[src/rtl/game_sprite_mover.sv]
// Per-sprite motion controller: owns the sprite position, steps it by a
// signed velocity every STEP_FRAMES frames, waits out the display's
// registered on-screen feedback and reports when the sprite leaves the screen.
// Optional build macro GAME_SPRITE_MOVER_BOUNCE_EN: bounce off the screen edges
// instead of exiting.
module game_sprite_mover #(
    parameter int SCREEN_WIDTH  = 640,
    parameter int SCREEN_HEIGHT = 480,
    parameter int SPRITE_WIDTH  = 8,
    parameter int SPRITE_HEIGHT = 8,
    parameter int X_WIDTH       = 10,
    parameter int Y_WIDTH       = 10,
    parameter int D_WIDTH       = 4,
    parameter int STEP_FRAMES   = 1
) (
    input  logic                      clk,
    input  logic                      reset,
    input  logic                      frame_strobe,
    input  logic                      write_xy,
    input  logic [X_WIDTH-1:0]        new_x,
    input  logic [Y_WIDTH-1:0]        new_y,
    input  logic                      write_dxy,
    input  logic signed [D_WIDTH-1:0] new_dx,
    input  logic signed [D_WIDTH-1:0] new_dy,
    input  logic                      enable_update,
    input  logic                      sprite_within_screen,
    output logic [X_WIDTH-1:0]        sprite_x,
    output logic [Y_WIDTH-1:0]        sprite_y,
    output logic                      moving,
    output logic                      exited,
    output logic                      stopped
);

    localparam int CNT_W = (STEP_FRAMES > 1) ? $clog2(STEP_FRAMES) : 1;
    localparam logic [CNT_W-1:0] LAST_FRAME = CNT_W'(STEP_FRAMES - 1);

    typedef enum logic [1:0] {ST_IDLE, ST_RUN, ST_SETTLE, ST_EXITED} state_t;

    state_t                     r_state;
    state_t                     w_state_nxt;
    logic [X_WIDTH-1:0]         r_x;
    logic [Y_WIDTH-1:0]         r_y;
    logic signed [D_WIDTH-1:0]  r_dx;
    logic signed [D_WIDTH-1:0]  r_dy;
    logic [CNT_W-1:0]           r_frame_cnt;
    logic                       r_settle_cnt;
    logic                       r_moving;
    logic                       r_exited;
    logic                       r_stopped;
    logic                       w_count_frame;
    logic                       w_step;

    // Position plus sign-extended velocity, wrapping modulo 2^width.
    function automatic logic [X_WIDTH-1:0] wrap_add_x(input logic [X_WIDTH-1:0] pos,
                                                      input logic signed [D_WIDTH-1:0] d);
        return pos + {{(X_WIDTH-D_WIDTH){d[D_WIDTH-1]}}, d};
    endfunction

    function automatic logic [Y_WIDTH-1:0] wrap_add_y(input logic [Y_WIDTH-1:0] pos,
                                                      input logic signed [D_WIDTH-1:0] d);
        return pos + {{(Y_WIDTH-D_WIDTH){d[D_WIDTH-1]}}, d};
    endfunction

`ifdef GAME_SPRITE_MOVER_BOUNCE_EN
    // True when the step would leave [0, SCREEN_WIDTH-SPRITE_WIDTH]; one extra
    // bit keeps the sign of the candidate position.
    function automatic logic x_out_of_range(input logic [X_WIDTH-1:0] pos,
                                            input logic signed [D_WIDTH-1:0] d);
        logic signed [X_WIDTH:0] nxt;
        nxt = $signed({1'b0, pos}) + $signed({{(X_WIDTH+1-D_WIDTH){d[D_WIDTH-1]}}, d});
        return (nxt < 0) || (nxt > $signed((X_WIDTH+1)'(SCREEN_WIDTH - SPRITE_WIDTH)));
    endfunction

    function automatic logic y_out_of_range(input logic [Y_WIDTH-1:0] pos,
                                            input logic signed [D_WIDTH-1:0] d);
        logic signed [Y_WIDTH:0] nxt;
        nxt = $signed({1'b0, pos}) + $signed({{(Y_WIDTH+1-D_WIDTH){d[D_WIDTH-1]}}, d});
        return (nxt < 0) || (nxt > $signed((Y_WIDTH+1)'(SCREEN_HEIGHT - SPRITE_HEIGHT)));
    endfunction

    logic w_x_bounce;
    logic w_y_bounce;
    assign w_x_bounce = x_out_of_range(r_x, r_dx);
    assign w_y_bounce = y_out_of_range(r_y, r_dy);
`endif

    // A frame only counts while running and enabled; a load always wins over a step.
    assign w_count_frame = (r_state == ST_RUN) && frame_strobe && enable_update && !write_xy;
    assign w_step        = w_count_frame && (r_frame_cnt == LAST_FRAME);

    assign sprite_x = r_x;
    assign sprite_y = r_y;
    assign moving   = r_moving;
    assign exited   = r_exited;
    assign stopped  = r_stopped;

    // Next-state decode; the on-screen feedback is looked at only on the last settle cycle.
    always_comb begin
        w_state_nxt = r_state;
        if (write_xy) begin
            w_state_nxt = ST_IDLE;
        end else begin
            case (r_state)
                ST_IDLE:   if (enable_update) w_state_nxt = ST_RUN;
                ST_RUN:    if (w_step) w_state_nxt = ST_SETTLE;
                ST_SETTLE: if (r_settle_cnt) begin
`ifdef GAME_SPRITE_MOVER_BOUNCE_EN
                    w_state_nxt = ST_RUN;
`else
                    w_state_nxt = sprite_within_screen ? ST_RUN : ST_EXITED;
`endif
                end
                default:   w_state_nxt = r_state;
            endcase
        end
    end

    // FSM state, settle timer and registered status outputs.
    always_ff @(posedge clk or posedge reset) begin
        if (reset) begin
            r_state      <= ST_IDLE;
            r_settle_cnt <= 1'b0;
            r_moving     <= 1'b0;
            r_exited     <= 1'b0;
            r_stopped    <= 1'b0;
        end else begin
            r_state      <= w_state_nxt;
            r_settle_cnt <= (r_state == ST_SETTLE) && (w_state_nxt == ST_SETTLE);
            r_moving     <= (w_state_nxt == ST_RUN) || (w_state_nxt == ST_SETTLE);
            r_exited     <= (r_state == ST_SETTLE) && (w_state_nxt == ST_EXITED);
            r_stopped    <= (w_state_nxt == ST_EXITED);
        end
    end

    // Frame divider: cleared by a load, frozen while paused.
    always_ff @(posedge clk or posedge reset) begin
        if (reset) begin
            r_frame_cnt <= '0;
        end else if (write_xy) begin
            r_frame_cnt <= '0;
        end else if (w_count_frame) begin
            r_frame_cnt <= (r_frame_cnt == LAST_FRAME) ? '0 : r_frame_cnt + CNT_W'(1);
        end
    end

    // Position and velocity registers; loads take priority over stepping.
    always_ff @(posedge clk or posedge reset) begin
        if (reset) begin
            r_x  <= '0;
            r_y  <= '0;
            r_dx <= '0;
            r_dy <= '0;
        end else begin
            if (write_xy) begin
                r_x <= new_x;
                r_y <= new_y;
            end else if (w_step) begin
`ifdef GAME_SPRITE_MOVER_BOUNCE_EN
                if (!w_x_bounce) r_x <= wrap_add_x(r_x, r_dx);
                if (!w_y_bounce) r_y <= wrap_add_y(r_y, r_dy);
`else
                r_x <= wrap_add_x(r_x, r_dx);
                r_y <= wrap_add_y(r_y, r_dy);
`endif
            end
            if (write_dxy) begin
                r_dx <= new_dx;
                r_dy <= new_dy;
`ifdef GAME_SPRITE_MOVER_BOUNCE_EN
            end else if (w_step) begin
                if (w_x_bounce) r_dx <= -r_dx;
                if (w_y_bounce) r_dy <= -r_dy;
`endif
            end
        end
    end

endmodule

[config.mk]
export PLATFORM = sky130hd
export DESIGN_NAME = game_sprite_mover
export DESIGN_NICKNAME = d
export VERILOG_FILES = /design/src/rtl/game_sprite_mover.sv
export SDC_FILE = /design/constraint.sdc
export NUM_CORES = 1
export LEC_CHECK = 0
export CAP_MARGIN = 5
export CORE_ASPECT_RATIO = 1.1
export CORE_MARGIN = 8
export CORE_UTILIZATION = 30
export CTS_CLUSTER_SIZE = 14
export DETAILED_ROUTE_END_ITERATION = 8
export HOLD_SLACK_MARGIN = 0.15
export PLACE_DENSITY = 0.53
export SLEW_MARGIN = 25
export SYNTH_ARGS = -nofsm -noshare
export SYNTH_HDL_FRONTEND = slang
export SYNTH_SLANG_ARGS = --single-unit
[constraint.sdc]
create_clock -name clk -period 2.3 [get_ports clk]
set_clock_uncertainty 0.2 [all_clocks]
set_input_delay 0.46 -clock clk [delete_from_list [all_inputs] [get_ports clk]]
set_output_delay 0.46 -clock clk [all_outputs]
set_load 0.03 [all_outputs]
==> reports/results.txt, run 1 <==
outcome: complete, no violations
Placeable Area: 7510 um2
crit-path cells: ha_2 > fa_2 > a211oi_4 > o21ai_2 > a41oi_2 > mux2i_1 > nand3_1
Critical Path AT: 2.20 ns
Routed wire per std cell: 14.8 um
Syn Area/Cell: 9.43 um2
crit-path max FO: 3
Clock Path Buffers: 2
Leak Pwr: 1.39 nW
io pins: 58
initial DRC count: 95
Port Buf Inserts: 57
Overflow after GRT: 0
setup TNS: 0 ns
endpoints failing setup: 0
Skew-Pair Late Insertion Delay: 0.29 ns
CTS tree: done
FF-to-FF setup slack: 0.07 ns
CP endpoint kind: flip-flop
Syn Nets: 305
area occupied by multi-input gates: 1460 um2
worst vdd rail ir drop: 268 uV
ys flop type: dfrtp_1
final net count: 369
gpl congestion: 0.768
Final Hold Vio Count: 0
total track usage: 0.125
Filler cells: 761
clock-pin slew on the worst setup and hold paths: 0.08 ns
synthesized area: 2340 um2
critical path class: flip-flop to flip-flop
H-tree depth reported by CTS: 2
Least-Margin Pin Slew: 0.455 ns
CP required: 2.27 ns
clock sinks: 34
hold crit path type: flip-flop to flip-flop
cts bufs inserted: 5
r2r worst-path depth: 7
DR vias: 2077
drc violations: 0
max-cap viol count: 0
FF+latch area: 853 um2
RSZ-0062 raised after global routing: yes
CP max stage delay: 0.41 ns
routed vias/inst: 4.97
Synth Instances: 248
Die H: 109 um
root buffer cell: clkbuf_8
Post-synth EDFFs: 0
initial antenna violation count: 0
drt total wl: 6.19 mm
Antenna Nets Post-Route: 0
chip width: 100 um
FF-to-FF Start: sprite_x[0]$_DFFE_PP0P_
Die ar.: 10900 um2
Max Slew Vio Count: 0
drt pass-1 iters: 4
Initial Util: 0.311
Synth async-reset ratio: 1.00
Final min period: 2.23 ns
fmax: 449 MHz
Syn. warnings: 0
sequential share of the synthesized area: 0.364
reg2reg end: sprite_x[8]$_DFFE_PP0P_
WHS Endpoint: r_dy[2]$_DFFE_PP0P_
Hold Crit Start: r_dy[2]$_DFFE_PP0P_
hold-critical path depth: 1
Post-DP HPWL: 4.54 mm
layout cells sized above 1: 0.169
cts hold-fix bufs: 0
slowest CP cell: dfrtp_2
Final Cycle Share: 0.969
first-pass GRT wire length: 11.0 mm
Rel. slew slack: 0.697
diode count: 0
Final Total Pwr: 2.17 mW
Area Growth Syn to Fin: 38.0%
largest net degree at the start of global routing: 35
Yosys reg bits: 34
Rows: 33
final core utilization: 0.430
CP startpoint kind: flip-flop
Synth cell types: 35
power per cell area: 673 nW/um2
vias in the first global route: 2272
[critical path, delay by kind of cell, from the launching register on]
kind / cells / cell delay [ns]
compound gates: 3 / 0.60
fa+ha+maj: 2 / 0.60
flops: 1 / 0.41
mux: 1 / 0.21
simple gates: 1 / 0.08
[worst max path at each step]
stage | startpoint | to | slack [ns]
after detailed placement | sprite_x[0]$_DFFE_PP0P_ | sprite_x[8]$_DFFE_PP0P_ | 0.02
final | sprite_x[0]$_DFFE_PP0P_ | sprite_x[8]$_DFFE_PP0P_ | 0.07
after global routing | sprite_y[0]$_DFFE_PP0P_ | sprite_y[8]$_DFFE_PP0P_ | -0.02
after CTS | sprite_x[0]$_DFFE_PP0P_ | sprite_x[8]$_DFFE_PP0P_ | 0.03
after global placement | sprite_x[0]$_DFFE_PP0P_ | sprite_x[8]$_DFFE_PP0P_ | 0.04
after floorplan | sprite_x[0]$_DFFE_PP0P_ | sprite_x[8]$_DFFE_PP0P_ | -0.002
[per-stage QoR]
stage	hold slack, ns	instances	setup WS, ns	cell area (um2)
floorplan	0.285	248	-0.00173	2340
global placement	0.294	408	0.0375	3060
detailed placement	0.307	408	0.0188	3060
CTS	0.323	416	0.0253	3180
global route	0.351	418	-0.0220	3230
finish	0.336	418	0.0713	3230
[area by class of cell]
type	instances	share of cell area
Timing Repair Buffer	67	0.204
Clock inverter	2	0.0116
Clock buffer	6	0.0225
Multi-Input combinational cell	200	0.453
Sequential cell	34	0.264
Inverter	4	0.00465
Tap cell	105	0.0407
[cells by family after synthesis]
family	Yosys count	share of synthesized area
buffers and inverters	14	0.0310
multiplexers	17	0.0775
flip-flops	34	0.364
AND/OR/NAND/NOR	82	0.180
XOR/XNOR	4	0.0150
AO/OA/AOI/OAI	75	0.209
adder cells (fa/ha/maj)	22	0.124
[state kept, by name (all words and copies together), names as in the netlist]
| register | count |
|---|---|
| sprite_x | 10 |
| r_dy | 4 |
| r_state | 2 |
| sprite_y | 10 |
| moving | 1 |
| r_settle_cnt | 1 |
| r_dx | 4 |
| stopped | 1 |
| exited | 1 |
[repair_timing]
item,4_1_cts,5_1_grt
resized for setup,1,9
setup buffers,0,2
pin swaps,0,8
endpoints found under the setup margin,1,4
[power breakdown]
group | total, mW | switching, mW | internal, mW
clock network | 0.566 | 0.243 | 0.324
registers | 0.738 | 0.0739 | 0.664
logic | 0.869 | 0.461 | 0.408
[Yosys cell counts (7+ instances only)]
master / n / share of area
a21o_1: 7 / 0.022
dfrtp_1: 34 / 0.36
nand2_1: 33 / 0.053
a21oi_1: 17 / 0.036
ha_1: 20 / 0.11
mux2i_1: 8 / 0.034
mux2_2: 9 / 0.043
nand3_1: 12 / 0.026
nor2_1: 11 / 0.018
o21ai_0: 16 / 0.034
o21ai_1: 13 / 0.028
[placed cells by master, fill, tap and decap left out, drive strengths merged, types with 8 or more instances in the layout]
| master | instances |
|---|---|
| a21oi | 17 |
| dfrtp | 34 |
| mux2i | 8 |
| a21o | 8 |
| ha | 20 |
| nand2 | 33 |
| clkdlybuf4s50 | 57 |
| mux2 | 9 |
| nand3 | 12 |
| buf | 10 |
| o21ai | 32 |
| a211oi | 12 |
| nor2 | 11 |
[metal layers]
metal | vias up | share of wire | global-route usage | wire, um
met1 | 987 | 0.50 | 0.162 | 3070
li1 | 1046 | - | - | -
met2 | 37 | 0.44 | 0.197 | 2730
met3 | 7 | 0.047 | 0.0312 | 289
met4 | 0 | 0.015 | 0.0476 | 94
met5 | - | 0 | 0 | 0
Note: power is estimated with default switching activity, not from simulation.
==> run 2, diff against run 1 <==
Settings changed: GPL_ROUTABILITY_DRIVEN set to 0.
==> results of run 2 <==
No change in the layout: final DEF, timing and power equal those of run 1.
==> run 3, diff against run 2 <==
Settings changed: CTS_BUF_LIST set to sky130_fd_sc_hd__clkbuf_8.
==> reports/results.txt, run 3 (synthesis results as in run 1) <==
final net count: 369
total track usage: 0.125
Skew-Pair Late Insertion Delay: 0.29 ns
initial DRC count: 82
most common cell after layout, fill and taps aside: clkdlybuf4s50_1
CP startpoint kind: flip-flop
Clk pwr share: 0.259
Rows: 33
outcome: complete, no violations
Final min period: 2.23 ns
Clock Path Buffers: 2
critical path class: flip-flop to flip-flop
Initial Util: 0.311
P_int: 1.39 mW
Max Slew Vio Count: 0
drt total wl: 6.21 mm
CP delay by family, top: adder cells
Logic pwr share: 0.400
routed vias/inst: 4.96
chip width: 100 um
drt pass-1 iters: 4
first-pass GRT wire length: 11.0 mm
Die H: 109 um
clock-pin slew on the worst setup and hold paths: 0.08 ns
initial antenna violation count: 0
crit-path cells: ha_2 > fa_2 > a211oi_4 > o21ai_2 > a41oi_2 > mux2i_1 > nand3_1
hold crit path type: flip-flop to flip-flop
vias in the first global route: 2274
power per cell area: 672 nW/um2
FF-to-FF setup slack: 0.07 ns
most frequent cells in the layout: clkdlybuf4s50_1, nand2_1, dfrtp_1
worst vdd rail ir drop: 268 uV
io pins: 58
Port Buf Inserts: 57
layout cells sized above 1: 0.169
CP bufs+invs: 0
sw power: 0.779 mW
diode count: 0
CTS tree: done
CP required: 2.27 ns
CP max stage delay: 0.41 ns
fmax: 448 MHz
Antenna Nets Post-Route: 0
root buffer cell: clkbuf_8
switching share of power: 0.359
drc violations: 0
Placeable Area: 7510 um2
cts bufs inserted: 5
DR vias: 2073
max-cap viol count: 0
Overflow after GRT: 0
# placed instances: 408
setup TNS: 0 ns
Die ar.: 10900 um2
Final Cycle Share: 0.970
RSZ-0062 raised after global routing: yes
fin cells: 418
slowest CP cell: dfrtp_2
endpoints failing setup: 0
clock sinks: 34
Critical Path AT: 2.20 ns
CP endpoint kind: flip-flop
Area Growth Syn to Fin: 38.0%
final core utilization: 0.430
Routed wire per std cell: 14.8 um
Leak Pwr: 1.40 nW
part of the power in registers: 0.340
Post-DP HPWL: 4.54 mm
Final Hold Vio Count: 0
Rel. slew slack: 0.697
Least-Margin Pin Slew: 0.455 ns
crit-path max FO: 3
largest net degree at the start of global routing: 35
H-tree depth reported by CTS: 2
==> run 3: final timing paths <==
| path | cells after the start | startpoint | endpoint |
|---|---|---|---|
| worst min-delay path | 1 | r_dy[2]$_DFFE_PP0P_ | r_dy[2]$_DFFE_PP0P_ |
| worst min register to register | 1 | r_dy[2]$_DFFE_PP0P_ | r_dy[2]$_DFFE_PP0P_ |
| max in group asynchronous | 3 | reset | sprite_y[0]$_DFFE_PP0P_ |
| worst max-delay path | 7 | sprite_x[0]$_DFFE_PP0P_ | sprite_x[8]$_DFFE_PP0P_ |
| worst max register to register | 7 | sprite_x[0]$_DFFE_PP0P_ | sprite_x[8]$_DFFE_PP0P_ |
| min in group asynchronous | 3 | reset | sprite_x[1]$_DFFE_PP0P_ |
==> run 3: timing repair <==
| action | CTS | global route |
|---|---|---|
| setup endpoints to repair | 1 | 4 |
| resized for setup | 1 | 9 |
| buffers inserted | 0 | 2 |
| hold buffers | 0 | 0 |
| pin swaps | 0 | 8 |
==> run 3: per-stage QoR <==
stage          hold slack (ns)  setup WS [ns]  cell area [um2]  power [mW]
3_5_place_dp             0.307         0.0188             3060        1.59
3_3_place_gp             0.294         0.0375             3060        1.58
5_1_grt                  0.351        -0.0220             3230        2.33
6_report                 0.336         0.0696             3230        2.17
4_1_cts                  0.323         0.0253             3180        2.17
2_1_floorplan            0.285       -0.00173             2340        1.30
==> run 3: power groups by stage <==
stage / clock (mW) / combinational [mW] / sequential (mW)
3_5_place_dp: 0 / 0.840 / 0.750
4_1_cts: 0.579 / 0.851 / 0.738
2_1_floorplan: 0 / 0.470 / 0.833
5_1_grt: 0.609 / 0.973 / 0.750
3_3_place_gp: 0 / 0.831 / 0.748
6_report: 0.563 / 0.869 / 0.738
==> run 3: cell type report <==
| type | instances | area [um2] |
|---|---|---|
| flip-flops and latches | 34 | 853 |
| inverters | 4 | 15.0 |
| clock inverters | 3 | 41.3 |
| repair buffers | 67 | 658 |
| clock buffers | 5 | 68.8 |
| multi-input cells | 200 | 1460 |
| fillers | 761 | 4290 |
| well taps | 105 | 131 |
==> run 3: routing by layer <==
metal	wire length [um]	track usage	vias up
met2	2730	0.197	37
met3	287	0.0312	7
li1	-	-	1045
met5	0	0	-
met1	3090	0.162	984
met4	94	0.0476	0
